**src/rtl/uart_loop_arb.sv**
```systemverilog
// UART loopback/arbiter: pops RX bytes to rout, echoes them through a small buffer with optional
// CR->CRLF expansion, and round-robins echo and local send channels into the TX FIFO.
module uart_loop_arb #(
  parameter int unsigned DW    = 8,
  parameter int unsigned NCH   = 2,
  parameter int unsigned DEPTH = 4,
  parameter int unsigned CRLF  = 1
) (
  input  logic                     clk,
  input  logic                     rst,
  input  logic                     echo_en,
  output logic                     rx_rden,
  input  logic [DW-1:0]            rx_rdata,
  input  logic                     rx_fifo_dvalid,
  output logic [DW-1:0]            rout,
  output logic                     rout_en,
  input  logic [NCH-1:0]           send_req,
  input  logic [NCH*DW-1:0]        send_data,
  output logic [NCH-1:0]           send_ack,
  output logic [DW-1:0]            tx_wdata,
  output logic                     tx_wten,
  input  logic                     tx_fifo_full,
  output logic [$clog2(DEPTH):0]   echo_level
);

  localparam int unsigned AW   = $clog2(DEPTH);
  localparam int unsigned RW   = $clog2(NCH + 1);
  localparam int          NReq = int'(NCH) + 1;
  localparam logic [DW-1:0] LfByte = DW'(8'h0A);
  localparam logic [DW-1:0] CrByte = DW'(8'h0D);
  localparam logic [AW:0]   FullLvl = (AW + 1)'(DEPTH);

  typedef enum logic [0:0] {StEcho, StLf} echo_st_e;

  logic [DW-1:0] mem_q [DEPTH];
  logic [AW-1:0] wr_ptr_q, rd_ptr_q;
  logic [AW:0]   level_q, level_d;
  echo_st_e      st_q, st_d;
  logic [RW-1:0] rr_q, rr_d, grant;
  logic          echo_full, echo_empty, pending_lf;
  logic          push, pop, any_req, found;
  logic [NReq-1:0] req;
  logic [DW-1:0]   req_data [NReq];
  logic [DW-1:0]   head;

  assign echo_full  = (level_q == FullLvl);
  assign echo_empty = (level_q == '0);
  assign pending_lf = (st_q == StLf);
  assign head       = mem_q[rd_ptr_q];
  assign echo_level = level_q;

  // A full buffer only stalls RX while echoing; the check uses registered occupancy (no bypass).
  assign rx_rden = ~rst & rx_fifo_dvalid & ~(echo_en & echo_full);
  assign push    = rx_rden & echo_en;

  always_comb begin
    req         = '0;
    req[0]      = pending_lf | ~echo_empty;
    req_data[0] = pending_lf ? LfByte : head;
    for (int i = 0; i < int'(NCH); i++) begin
      req[i+1]      = send_req[i];
      req_data[i+1] = send_data[i*DW +: DW];
    end
  end

  // Round-robin: first requester at or after rr_q, else wrap to the lowest requester.
  always_comb begin
    grant   = '0;
    found   = 1'b0;
    any_req = |req;
    for (int j = 0; j < NReq; j++) begin
      if (!found && req[j] && (RW'(j) >= rr_q)) begin
        found = 1'b1;
        grant = RW'(j);
      end
    end
    for (int j = 0; j < NReq; j++) begin
      if (!found && req[j]) begin
        found = 1'b1;
        grant = RW'(j);
      end
    end
  end

  assign tx_wten  = ~rst & any_req & ~tx_fifo_full;
  assign tx_wdata = any_req ? req_data[grant] : '0;
  assign pop      = tx_wten & (grant == '0) & ~pending_lf;

  always_comb begin
    send_ack = '0;
    for (int i = 0; i < int'(NCH); i++) begin
      send_ack[i] = tx_wten && (grant == RW'(i + 1));
    end
  end

  always_comb begin
    rr_d = rr_q;
    if (tx_wten) begin
      rr_d = (grant == RW'(NCH)) ? '0 : grant + RW'(1);
    end
  end

  always_comb begin
    st_d = st_q;
    if (tx_wten && (grant == '0)) begin
      unique case (st_q)
        StEcho:  if ((CRLF != 0) && (head == CrByte)) st_d = StLf;
        StLf:    st_d = StEcho;
        default: st_d = StEcho;
      endcase
    end
  end

  always_comb begin
    level_d = level_q;
    unique case ({push, pop})
      2'b10:   level_d = level_q + (AW + 1)'(1);
      2'b01:   level_d = level_q - (AW + 1)'(1);
      default: level_d = level_q;
    endcase
  end

  always_ff @(posedge clk or posedge rst) begin
    if (rst) begin
      wr_ptr_q <= '0;
      rd_ptr_q <= '0;
      level_q  <= '0;
      st_q     <= StEcho;
      rr_q     <= '0;
      rout     <= '0;
      rout_en  <= 1'b0;
    end else begin
      if (push) wr_ptr_q <= wr_ptr_q + AW'(1);
      if (pop)  rd_ptr_q <= rd_ptr_q + AW'(1);
      level_q <= level_d;
      st_q    <= st_d;
      rr_q    <= rr_d;
      if (rx_rden) rout <= rx_rdata;
      rout_en <= rx_rden;
    end
  end

  always_ff @(posedge clk) begin
    if (push) mem_q[wr_ptr_q] <= rx_rdata;
  end

endmodule
```
**config.mk**
```make
export PLATFORM = sky130hd
export DESIGN_NAME = uart_loop_arb
export DESIGN_NICKNAME = d
export VERILOG_FILES = /design/src/rtl/uart_loop_arb.sv
export SDC_FILE = /design/constraint.sdc
export NUM_CORES = 1
export LEC_CHECK = 0
export CAP_MARGIN = 20
export CORE_MARGIN = 4
export CORE_UTILIZATION = 53
export CTS_CLUSTER_SIZE = 40
export DETAILED_ROUTE_END_ITERATION = 8
export PLACE_DENSITY = 0.84
export SLEW_MARGIN = 20
export SYNTH_ARGS = -nofsm -noshare
export SYNTH_HDL_FRONTEND = slang
export SYNTH_SLANG_ARGS = --single-unit
```
**constraint.sdc**
```tcl
create_clock -name clk -period 5.66 [get_ports clk]
set_clock_uncertainty 0.05 [all_clocks]
set_input_delay 1.132 -clock clk [delete_from_list [all_inputs] [get_ports clk]]
set_output_delay 1.132 -clock clk [all_outputs]
set_load 0.01 [all_outputs]
```
==> summary by stage, run 1 <==
Final layout
At the end of the flow the core is filled with cells to 70.8%. The synthesis-to-finish area growth is 28.8%. The number of nets in the layout is 255. The count of filler cells inserted in the layout is 292.

Of the cells placed in the final design, the portion with a size suffix greater than 1 is 11.5%. Excluding fillers, the count of instances in the completed layout stands at 270. Once layout is done, the placed cells without fillers occupy 0.00308 mm2.

The number of diodes is 0.

Clocking
The TritonCTS clock tree is built. The count of cells resized by post-cts repair is 0. The total number of clock tree sinks is 51. The root buffer cell is sky130_fd_sc_hd__clkbuf_8. The buffers inserted during post-CTS setup optimization is 0.

The clock passes through at most 2 buffers. Clock latency on the worst-skew pair, taken at its later pin, is 290 ps. The number of buffers inserted by hold repair at cts is 0. The H-tree generated during clock tree synthesis spans 2 levels. The number of clock buffers inserted by TritonCTS is 5. After clock tree synthesis, the clock-pin slew on the worst setup and hold paths is 80 ps.

Place
The estimated wirelength of the detail-placed design is 3810 um. The cell area after placement is 0.00298 mm2. OpenSTA, run right after detailed placement, puts the worst setup slack at 1320 ps. Buffers placed on the I/O ports in this run total 54.

The number of instances in the placed design is 263. Routability-driven placement finished with a final weighted congestion of 1.01.

Setup path
At the worst endpoint, the arrival time is 3220 ps. The most numerous cell on the critical path is sky130_fd_sc_hd__clkdlybuf4s50_1. Counting both buffers and inverters, the worst setup path holds a total of 2.

The register-to-register setup slack is 3200 ps. The worst setup path is launched from an input pin. The launching point of the worst reg2reg path is rd_ptr_q[0]$_DFFE_PP0P_. The category of the worst setup path capture point is an output port. The critical path depth in cells is 6.

Traced cell by cell, the critical path runs through clkdlybuf4s50_1 -> nor2_1 -> a31oi_1 -> nor3b_1 -> o31a_1 -> clkdlybuf4s50_1. The maximum net fanout on the critical path is 10. For the worst setup path, the data required time is 4480 ps. In this run the critical register-to-register path is captured at pending_lf$_DFFE_PP0N_. The biggest cell delay along the critical path is 670 ps. The category of the most critical setup path is input pin to output port. The source of the critical timing path is send_req[0].

The largest delay contributor family on the critical path is buffers and inverters. The most critical setup path has its endpoint at tx_wdata[6]. Measured in cells, the most critical reg-to-reg path has a length of 4. Among all stages on the critical path, the largest delay is contributed by sky130_fd_sc_hd__clkdlybuf4s50_1.

Yosys
The dominant cell type by area after synthesis is sky130_fd_sc_hd__edfxtp_1. In the post-synthesis netlist, the biggest area contributors are sky130_fd_sc_hd__edfxtp_1 40%, sky130_fd_sc_hd__dfrtp_1 20%, sky130_fd_sc_hd__mux4_1 8.8%. After Yosys synthesis, and, or, nand and nor cells account for 8.05% of the synthesized area.

Dividing the synthesized area by the synthesized cell count gives 14.8 um2. The total of warnings raised by yosys is 0. The synthesized design contains 51 register bits.

The post-synthesis async set-or-reset flop share is 37.3%. The netlist uses 39 different library cells. The xor-xnor portion of the synthesized cell area is 2.56%. The synthesized instance count is 162. The fraction of the yosys area taken by sequential cells is 60.0%. The area share of the largest cell type after synthesis is 40.2%.

The synthesized netlist devotes 3.45% of its cell area to adder and majority cells. The net count after synthesis is 199. The area of the mapped netlist is 0.00239 mm2. In this run, synthesis inferred 32 flip-flops with an integrated enable. The most used flip-flop cell after synthesis is sky130_fd_sc_hd__edfxtp_1. The multiplexer area fraction after synthesis is 13.4%. The fraction of the mapped netlist area in compound gates is 9.62%. By area, the combinational part of the netlist is dominated by multiplexers.

Timing
On the final layout, the worst hold slack is 466 ps. Setup violations remaining at the end of the flow were counted as 0. The highest attainable clock frequency is 227 MHz. The final worst setup slack is 1260 ps. For the pin with the worst max-slew slack, the measured transition is 776 ps.

The number of slew-limit violations in the final report is 0. Setup repair after global routing left no endpoint under its margin. The post-layout minimum cycle time is 4400 ps. Adding up every negative setup slack in the final design gives 0 ps. Measured against its own limit, the worst slew margin works out to 47.8%.

The final critical path takes up 77.8% of the cycle. The number of hold-slack violations in the final timing report is 0.

Global route
In the global route stage, overall resource usage came out at 19.4%. The number of global-route vias before repair was 1651. The global-route wire length before repair is 8000 um.

Global routing finished with a remaining overflow of 0. Global routing used 4.81% of the available met3 tracks. The routing usage on met1 is 23.2%. Global routing consumed, on the met2 layer, 33.8% of the routing resources. The number of antenna violations at the first check in global routing came to 0. The layer flagged by global routing as most heavily used is met2. Entering global routing, the biggest net connects 21 pins.

Routing
In the routed design, unresolved DRC markers number 0. Before antenna repair, the detailed router went through 4 iterations. The routed wirelength normalized by instance count is 18.7 um. The starting DRC count in detailed routing is 79. The via count is 1591. Using the TritonRoute via totals, the vias-per-cell ratio works out to 5.89.

The aggregate routed wire length is 5060 um. The count of nets left with antenna violations once routing finished came out at 0.

Worst hold path
The class of the tightest hold or removal check is register to register. The cell count of the worst hold path is 1.

Power and ir drop
The worst ir drop on vdd is 276 uV. For this design the ratio of total power to cell area is 436 mW/mm2. The total power draw is 1.34 mW. The analysis attributes to cell leakage a power of 1.18 nW.

Floorplanning
The placeable core area is 0.00435 mm2. The floorplan has 24 rows. The floorplan step defined a die boundary enclosing 0.00565 mm2. The die is 75.2 um wide.

For this configuration, the core starts out at a cell density of 54.9%. The die extent in y is 75.2 um. Pin placement for this block handled 55 I/O pins.

Flow run
The max-cap violation count is 0.

Outcome
The run finished with clean final reports.
-- flip-flops by register name (all words and copies together), names as in the netlist --
| register | flops |
|---|---|
| echo_level | 3 |
| mem_q | 32 |
| pending_lf | 1 |
| rd_ptr_q | 2 |
| rout | 8 |
| rout_en | 1 |
| rr_q | 2 |
| wr_ptr_q | 2 |
-- cells by family after synthesis --
family,Yosys count
flops,51
simple gates,36
compound gates,28
mux,18
buf+inv,16
xor+xnor,7
fa+ha+maj,6
-- worst reg2reg max path: stages, from the launching register on --
cell,delay (ps)
sky130_fd_sc_hd__dfrtp_1,640
sky130_fd_sc_hd__mux4_1,690
sky130_fd_sc_hd__or4_1,530
sky130_fd_sc_hd__or3_1,370
sky130_fd_sc_hd__o21ai_2,110
-- per-layer routing --
layer	vias up	wire length [um]	share of wire [%]
met2	65	2570	51
met5	-	0	0
met1	773	1990	39
li1	743	-	-
met4	0	110	2.2
met3	10	387	7.6
-- layout by cell type (no fill, tap or decap), types with 2 or more instances in the layout --
cell	count
sky130_fd_sc_hd__a211oi_1	6
sky130_fd_sc_hd__a21o_1	4
sky130_fd_sc_hd__and3_1	5
sky130_fd_sc_hd__buf_4	2
sky130_fd_sc_hd__clkbuf_8	5
sky130_fd_sc_hd__clkdlybuf4s50_1	54
sky130_fd_sc_hd__dfrtp_1	19
sky130_fd_sc_hd__edfxtp_1	32
sky130_fd_sc_hd__ha_1	5
sky130_fd_sc_hd__inv_1	9
sky130_fd_sc_hd__mux2_2	9
sky130_fd_sc_hd__mux4_1	8
sky130_fd_sc_hd__nand2_1	8
sky130_fd_sc_hd__nand2b_1	3
sky130_fd_sc_hd__nand3b_1	2
sky130_fd_sc_hd__nor2_1	9
sky130_fd_sc_hd__nor3_1	2
sky130_fd_sc_hd__o21ai_0	2
sky130_fd_sc_hd__o221a_2	5
sky130_fd_sc_hd__or4_1	2
sky130_fd_sc_hd__xnor2_1	4
sky130_fd_sc_hd__xor2_1	3
-- final cells by class --
class                           instances  area [um2]  area share [%]
Clock inverter                          1        30.0           0.974
Clock buffer                            6        72.6            2.35
Multi-Input combinational cell         95         888            28.8
Inverter                                9        33.8            1.10
Timing Repair Buffer                   56         556            18.0
Tap cell                               52        65.1            2.11
Sequential cell                        51        1440            46.6
-- power by group --
group	internal [mW]	total [mW]	switching (mW)
combinational	0.335	0.572	0.238
sequential	0.456	0.536	0.0804
clock	0.130	0.236	0.107
-- worst min-delay path by stage --
| stage | slack [ps] | from | end |
|---|---|---|---|
| 2_1_floorplan | 450 | wr_ptr_q[0]$_DFFE_PP0P_ | wr_ptr_q[0]$_DFFE_PP0P_ |
| 3_3_place_gp | 440 | rout[6]$_DFFE_PP0P_ | rout[6]$_DFFE_PP0P_ |
| 3_5_place_dp | 450 | rout[7]$_DFFE_PP0P_ | rout[7]$_DFFE_PP0P_ |
| 4_1_cts | 480 | rout[7]$_DFFE_PP0P_ | rout[7]$_DFFE_PP0P_ |
| 5_1_grt | 490 | rout[4]$_DFFE_PP0P_ | rout[4]$_DFFE_PP0P_ |
| 6_report | 470 | rout[7]$_DFFE_PP0P_ | rout[7]$_DFFE_PP0P_ |
-- cells in the mapped netlist (2+ instances only) --
| library cell | number |
|---|---|
| sky130_fd_sc_hd__nand3b_1 | 2 |
| sky130_fd_sc_hd__mux4_1 | 8 |
| sky130_fd_sc_hd__a211oi_1 | 6 |
| sky130_fd_sc_hd__xor2_1 | 3 |
| sky130_fd_sc_hd__dfrtp_1 | 19 |
| sky130_fd_sc_hd__nand2_1 | 8 |
| sky130_fd_sc_hd__nand2b_1 | 3 |
| sky130_fd_sc_hd__nor3_1 | 2 |
| sky130_fd_sc_hd__and3_1 | 5 |
| sky130_fd_sc_hd__clkbuf_1 | 6 |
| sky130_fd_sc_hd__o21ai_0 | 2 |
| sky130_fd_sc_hd__ha_1 | 5 |
| sky130_fd_sc_hd__inv_1 | 9 |
| sky130_fd_sc_hd__or4_1 | 2 |
| sky130_fd_sc_hd__o221a_2 | 5 |
| sky130_fd_sc_hd__mux2_2 | 9 |
| sky130_fd_sc_hd__nor2_1 | 9 |
| sky130_fd_sc_hd__edfxtp_1 | 32 |
| sky130_fd_sc_hd__a21o_1 | 4 |
| sky130_fd_sc_hd__xnor2_1 | 4 |
(Power assumes the default switching activity.)
==> run 2, diff against run 1 <==
--- a/config.mk
+++ b/config.mk
@@ -7,10 +7,10 @@
 export LEC_CHECK = 0
 export CAP_MARGIN = 20
 export CORE_MARGIN = 4
-export CORE_UTILIZATION = 53
+export CORE_UTILIZATION = 45
 export CTS_CLUSTER_SIZE = 40
 export DETAILED_ROUTE_END_ITERATION = 8
-export PLACE_DENSITY = 0.84
+export PLACE_DENSITY = 0.76
 export SLEW_MARGIN = 20
 export SYNTH_ARGS = -nofsm -noshare
 export SYNTH_HDL_FRONTEND = slang
==> constraint.sdc (replaced) <==
create_clock -name clk -period 3.95 [get_ports clk]
set_clock_uncertainty 0.05 [all_clocks]
set_input_delay 0.79 -clock clk [delete_from_list [all_inputs] [get_ports clk]]
set_output_delay 0.79 -clock clk [all_outputs]
set_load 0.01 [all_outputs]
==> summary by stage, run 2 (same netlist as run 1, synthesis figures left out) <==
Outcome
The flow ran to the end, and the final reports show no timing, DRC or antenna violations.

Floorplanning
The area enclosed by the die boundary is 0.00655 mm2 (+16%). The width of the die is 80.9 um (+7.6%). The number of primary I/O pins is 55 (unchanged). The placeable core area was 0.00514 mm2 (+18%). The cell row count was 26 (+8.3%). The die extent in y is 80.9 um (+7.6%).

The effective utilization at floorplan is 46.5% (-8.4 points).

Final layout
The post-layout instance count excluding filler cells was 290 (+7.4%). The flip-flop count of the largest register, all copies and words added is 32 (unchanged). The layout cell share with drive strength beyond 1 is 11.8% (+0.35 points). The summed area of non-filler cells in the final layout came to 0.00309 mm2 (+0.28%).

Ranked by flip-flop count, first place goes to mem_q. The area of the multi-input gates is 888 um2 (unchanged). The number of nets in the layout was 256 (+0.39%). The synthesis-to-finish area growth is 29.2%. The footprint of the flip-flops and latches was 0.00144 mm2 (unchanged). The number of diodes is 0 (unchanged). Leaving out fill and tap cells, the most frequent cell in the layout is sky130_fd_sc_hd__clkdlybuf4s50_1. The count of filler cells inserted in the layout is 435 (+49%). Leaving out fill and tap cells, the most frequent cells in the layout are 54 x sky130_fd_sc_hd__clkdlybuf4s50_1, 32 x sky130_fd_sc_hd__edfxtp_1, 19 x sky130_fd_sc_hd__dfrtp_1.

Timing
The highest attainable clock frequency is 273 MHz. The max-slew headroom at the worst pin was 47.4% (-0.40 points). For the finished layout, the period the worst path requires is 3670 ps.

Setup repair after global routing left no endpoint under its margin. The worst hold slack after final layout is 464 ps (-1.97 ps). The total negative setup slack was 0 ps (unchanged). The number of slew-limit violations in the final report is 0 (unchanged). The worst path uses 92.8% of the clock period. The transition at the pin with the smallest max-transition slack is 782 ps (+5.93 ps).

The number of hold-slack violations in the final timing report is 0 (unchanged). The final-report setup violation count came to 0 (unchanged).

Clocking
The root buffer cell is sky130_fd_sc_hd__clkbuf_8. The insertion delay to the later sink of the worst-skew pair is 290 ps (about the same). The count of cells resized by post-cts repair came to 0 (unchanged). The H-tree depth is 2 (unchanged). The buffers inserted during post-CTS setup optimization was 0 (unchanged). The TritonCTS clock tree is built. The total number of clock tree sinks was 51 (unchanged). The post-CTS clock slew at the launch and capture registers of the worst setup and hold paths is 80 ps (about the same). The buffer depth of the longest clock path came to 2 (unchanged). The number of clock buffers inserted by TritonCTS is 5 (unchanged). The number of buffers inserted by hold repair at cts is 0 (unchanged).

Setup path
The required time of the critical path was 3110 ps (-1370 ps). The category of the worst setup path capture point is an output port. The data arrival time of the critical path is 2830 ps (-390 ps).

The setup path with the least slack is of type input pin to output port. The nature of the critical path startpoint is an input pin. The maximum net fanout on the critical path was 10 (unchanged). The register-to-register setup slack came to 1460 ps (-1740 ps).

Routing
The routed wirelength normalized by instance count is 17.2 um (-8.1%). The number of design rule violations left after detail routing came to 0 (unchanged). The via count is 1560 (-1.9%). The starting DRC count in detailed routing is 41 (-48%). The number of vias per cell after detailed routing is 5.38 (-8.7%). The total iterations of the first detailed-routing run is 4 (unchanged).

The aggregate routed wire length was 5000 um (-1.3%). The residual antenna-violating net count after detailed routing is 0 (unchanged).

Place
The last weighted congestion value of the routability-driven placer is 0.892 (-12%). The estimated wirelength of the detail-placed design was 3790 um (-0.43%). The cell area after placement came to 0.00301 mm2 (+1.0%). The count of buffers from port buffering is 54 (unchanged).

The number of instances in the placed design is 282 (+7.2%).

Global route
The maximum number of pins on one net before global-route repair is 20 (-4.8%). The global-route wire length before repair is 8410 um (+5.1%). The number of antenna violations at the first check in global routing was 0 (unchanged).

The overall global routing resource usage is 17.0% (-2.5 points). The number of global-route vias before repair is 1627 (-1.5%). The overall overflow remaining after global route is 0 (unchanged).

Flow run
The max-cap violation count is 0 (unchanged).

Power and ir drop
The total power divided by cell area is 603 mW/mm2 (+38%). The worst ir drop on vdd is 334 uV (+21%). The standby leakage power came to 1.18 nW (-0.32%). The total power draw came to 1.86 mW (+39%).

Worst hold path
The tightest min-delay check is of the register to register type.
==> run 2: critical path: stages <==
cell and delay (ps):
sky130_fd_sc_hd__clkdlybuf4s50_1 640, sky130_fd_sc_hd__nor2_1 130, sky130_fd_sc_hd__a31oi_1 390, sky130_fd_sc_hd__a21o_1 150, sky130_fd_sc_hd__o221a_2 170, sky130_fd_sc_hd__clkdlybuf4s50_1 550
==> run 2: layout make-up <==
class,count,area share (%)
clock buffers,7,2.47
inverters,9,1.09
well taps,70,2.83
multi-input cells,95,28.7
clock inverters,1,0.162
repair buffers,57,18.2
flip-flops and latches,51,46.5
==> run 2: power breakdown <==
part	switching [mW]	internal, mW	leakage [nW]	total, mW
registers	0.114	0.653	0.517	0.767
logic	0.338	0.483	0.617	0.820
clock network	0.153	0.124	0.0422	0.277
total	0.605	1.26	1.18	1.86
==> run 2: metal layers <==
layer	track usage [%]	wire length [um]	vias up
met1	21.9	2220	748
li1	-	-	741
met4	3.55	32	0
met2	28.8	2380	67
met5	0	0	-
met3	4.77	364	4
==> run 2: worst paths after layout <==
path / from / end / cells after the start
worst max-delay path: send_req[0] / tx_wdata[2] / 6
worst min-delay path: rout[7]$_DFFE_PP0P_ / rout[7]$_DFFE_PP0P_ / 1
worst max register to register: rd_ptr_q[0]$_DFFE_PP0P_ / pending_lf$_DFFE_PP0N_ / 4
worst min register to register: rout[7]$_DFFE_PP0P_ / rout[7]$_DFFE_PP0P_ / 1
max in group asynchronous: rst / rr_q[0]$_DFFE_PP0P_ / 3
min in group asynchronous: rst / echo_level[2]$_DFFE_PP0P_ / 3
==> run 2: through the flow <==
| stage | worst slack, ps | util [%] |
|---|---|---|
| after floorplan | 1170 | - |
| after global placement | 336 | 58.5 |
| after detailed placement | 298 | 58.5 |
| after CTS | 294 | 60.1 |
| after global routing | 141 | 60.1 |
| final | 285 | 60.1 |
==> run 3, diff against run 2 <==
--- a/config.mk
+++ b/config.mk
@@ -7,10 +7,10 @@
 export LEC_CHECK = 0
 export CAP_MARGIN = 20
 export CORE_MARGIN = 4
-export CORE_UTILIZATION = 45
+export CORE_UTILIZATION = 50
 export CTS_CLUSTER_SIZE = 40
 export DETAILED_ROUTE_END_ITERATION = 8
-export PLACE_DENSITY = 0.76
+export PLACE_DENSITY = 0.8
 export SLEW_MARGIN = 20
 export SYNTH_ARGS = -nofsm -noshare
 export SYNTH_HDL_FRONTEND = slang
==> constraint.sdc (replaced) <==
create_clock -name clk -period 3.7 [get_ports clk]
set_clock_uncertainty 0.05 [all_clocks]
set_input_delay 0.74 -clock clk [delete_from_list [all_inputs] [get_ports clk]]
set_output_delay 0.74 -clock clk [all_outputs]
set_load 0.01 [all_outputs]
==> summary by stage, run 3 (same netlist as run 1, synthesis figures left out) <==
Outcome
The run finished with clean final reports.

Routing
The residual antenna-violating net count after detailed routing is 0 (unchanged). The total iterations of the first detailed-routing run is 4 (unchanged). The aggregate routed wire length was 5360 um (+7.2%). The starting DRC count in detailed routing came to 91 (+120%). The number of design rule violations left after detail routing is 0 (unchanged).

The number of vias per cell after detailed routing is 5.90 (+9.7%). The routed wirelength normalized by instance count is 19.5 um (+13%). The via count is 1623 (+4.0%).

Final layout
The layout cell share with drive strength beyond 1 is 13.9% (+2.1 points). The top register by number of flip-flops is mem_q. The final core utilization is 69.4% (+9.3 points). Leaving out fill and tap cells, the most frequent cells in the layout are 54 x sky130_fd_sc_hd__clkdlybuf4s50_1, 32 x sky130_fd_sc_hd__edfxtp_1, 19 x sky130_fd_sc_hd__dfrtp_1. The flip-flop count of the largest register, all copies and words added is 32 (unchanged).

The summed area of non-filler cells in the final layout came to 0.00313 mm2 (+1.2%). The library cell used most frequently in the layout, excluding fill and tap cells, is sky130_fd_sc_hd__clkdlybuf4s50_1. The post-layout instance count excluding filler cells is 275 (-5.2%). The synthesis-to-finish area growth is 30.7%. The number of diodes is 0 (unchanged). The number of nets in the layout is 259 (+1.2%).

Clocking
The buffer depth of the longest clock path is 2 (unchanged). The number of clock buffers inserted by TritonCTS is 5 (unchanged). The H-tree depth is 2 (unchanged). The buffers inserted during post-CTS setup optimization came to 0 (unchanged). The total number of clock tree sinks came to 51 (unchanged). The insertion delay to the later sink of the worst-skew pair is 300 ps (about the same). The number of buffers inserted by hold repair at cts was 0 (unchanged).

The post-CTS clock slew at the launch and capture registers of the worst setup and hold paths is 90 ps (about the same). The TritonCTS clock tree is built. The count of cells resized by post-cts repair is 0 (unchanged). The cell sitting at the root of the clock tree is a sky130_fd_sc_hd__clkbuf_8.

Setup path
The required time of the critical path is 2910 ps (-200 ps). The data arrival time of the critical path is 2730 ps (-100 ps). The biggest cell delay along the critical path is 610 ps (-30 ps). The worst setup path is captured at an output port.

Among cell families on the critical path, the largest total delay comes from compound AO/OA/AOI/OAI gates. The category of the most critical setup path is register to output port. The count of buffer and inverter cells on the critical path is 1 (-1). The path depth of the worst reg2reg path came to 4 (unchanged). The critical register-to-register path endpoint is pending_lf$_DFFE_PP0N_. The nature of the critical path startpoint is a register. The register-to-register setup slack is 1210 ps (-250 ps). The launching point of the worst reg2reg path is rd_ptr_q[0]$_DFFE_PP0P_. Walking the worst path, the cells encountered are or4_1 -> a221o_1 -> a211oi_1 -> clkdlybuf4s50_1. The maximum net fanout on the critical path is 11 (+1). The slowest library cell on the worst path is sky130_fd_sc_hd__or4_1.

Timing
Setup repair after global routing left no endpoint under its margin. The max-slew headroom at the worst pin was 60.1% (+13 points). The number of slew-limit violations in the final report is 0 (unchanged). The number of hold-slack violations in the final timing report is 0 (unchanged). For this run, the top clock speed supported by timing is 284 MHz.

After layout, the worst path uses 95.2% of the clock period. The post-layout minimum cycle time is 3520 ps. The transition at the pin with the smallest max-transition slack was 591 ps (-191 ps).

The final-report setup violation count is 0 (unchanged). The total negative setup slack is 0 ps (unchanged).

Place
The count of buffers from port buffering was 54 (unchanged). The cell area after placement is 0.00301 mm2 (unchanged). The last weighted congestion value of the routability-driven placer is 0.902 (+1.2%). The number of instances in the placed design was 267 (-5.3%).

The estimated wirelength of the detail-placed design is 3870 um (+2.0%).

Worst hold path
The tightest min-delay check is of the register to register type. The cell count of the worst hold path is 1 (unchanged). The worst hold path begins at rout[1]$_DFFE_PP0P_. The worst hold endpoint is rout[1]$_DFFE_PP0P_.

Power and ir drop
The standby leakage power is 1.21 nW (+2.8%). The total power divided by cell area is 676 mW/mm2 (+12%). The worst ir drop on vdd came to 550 uV (+64%).

Global route
The maximum number of pins on one net before global-route repair came to 20 (unchanged). The number of global-route vias before repair is 1677 (+3.1%). The global-route wire length before repair was 8940 um (+6.2%).

The number of antenna violations at the first check in global routing is 0 (unchanged). The overall overflow remaining after global route came to 0 (unchanged). The overall global routing resource usage is 19.9% (+2.9 points).

Floorplanning
The number of primary I/O pins was 55 (unchanged). The die extent in y is 77.2 um (-4.6%). The effective utilization at floorplan is 53.1% (+6.6 points). The cell row count was 24 (-7.7%). The placeable core area is 0.00450 mm2 (-12%). The area enclosed by the die boundary came to 0.00596 mm2 (-9.0%).

The width of the die is 77.2 um (-4.6%).

Flow run
The max-cap violation count is 0 (unchanged).
[run 3: through the flow]
step | worst slack, ps | power (mW) | hold slack, ps
2_1_floorplan | 966 | 1.34 | 448
5_1_grt | 39.3 | 2.25 | 479
3_5_place_dp | 235 | 1.72 | 446
6_report | 177 | 2.11 | 464
4_1_cts | 155 | 2.12 | 463
3_3_place_gp | 337 | 1.69 | 441
[run 3: worst reg2reg max path: cells and delay by family (launching register included)]
kind	cells	cell delay (ps)
multiplexers	1	680
flip-flops	1	650
AND/OR/NAND/NOR	2	930
AO/OA/AOI/OAI	1	120
[run 3: cell type report]
class	count	area (um2)
sequential	51	1440
clock inverter	2	35.0
tap	52	65.1
fill	312	1380
multi-input combinational	95	888
clock buffer	6	82.6
timing repair buffer	60	586
inverter	9	33.8
[run 3: routing by layer]
metal | part of all wire (%) | global-route usage (%)
met1 | 38 | 23.2
met2 | 52 | 34.4
met3 | 8.5 | 5.85
met4 | 1.6 | 7.47
met5 | 0 | 0
[run 3: worst max-delay path by stage]
| stage | start | to | slack (ps) | cells after the start |
|---|---|---|---|---|
| global route | echo_level[2]$_DFFE_PP0P_ | tx_wdata[3] | 40 | 4 |
| detailed placement | send_req[1] | tx_wdata[3] | 230 | 5 |
| floorplan | echo_level[0]$_DFFE_PP0P_ | tx_wdata[1] | 970 | 5 |
| finish | echo_level[2]$_DFFE_PP0P_ | tx_wdata[3] | 180 | 4 |
| CTS | echo_level[2]$_DFFE_PP0P_ | tx_wdata[3] | 160 | 4 |
| global placement | send_req[0] | tx_wdata[6] | 340 | 7 |
[run 3: power by group]
group	total (mW)	switching, mW	internal [mW]
Sequential	0.826	0.129	0.697
Clock	0.391	0.172	0.219
Combinational	0.898	0.372	0.526
Total	2.11	0.673	1.44
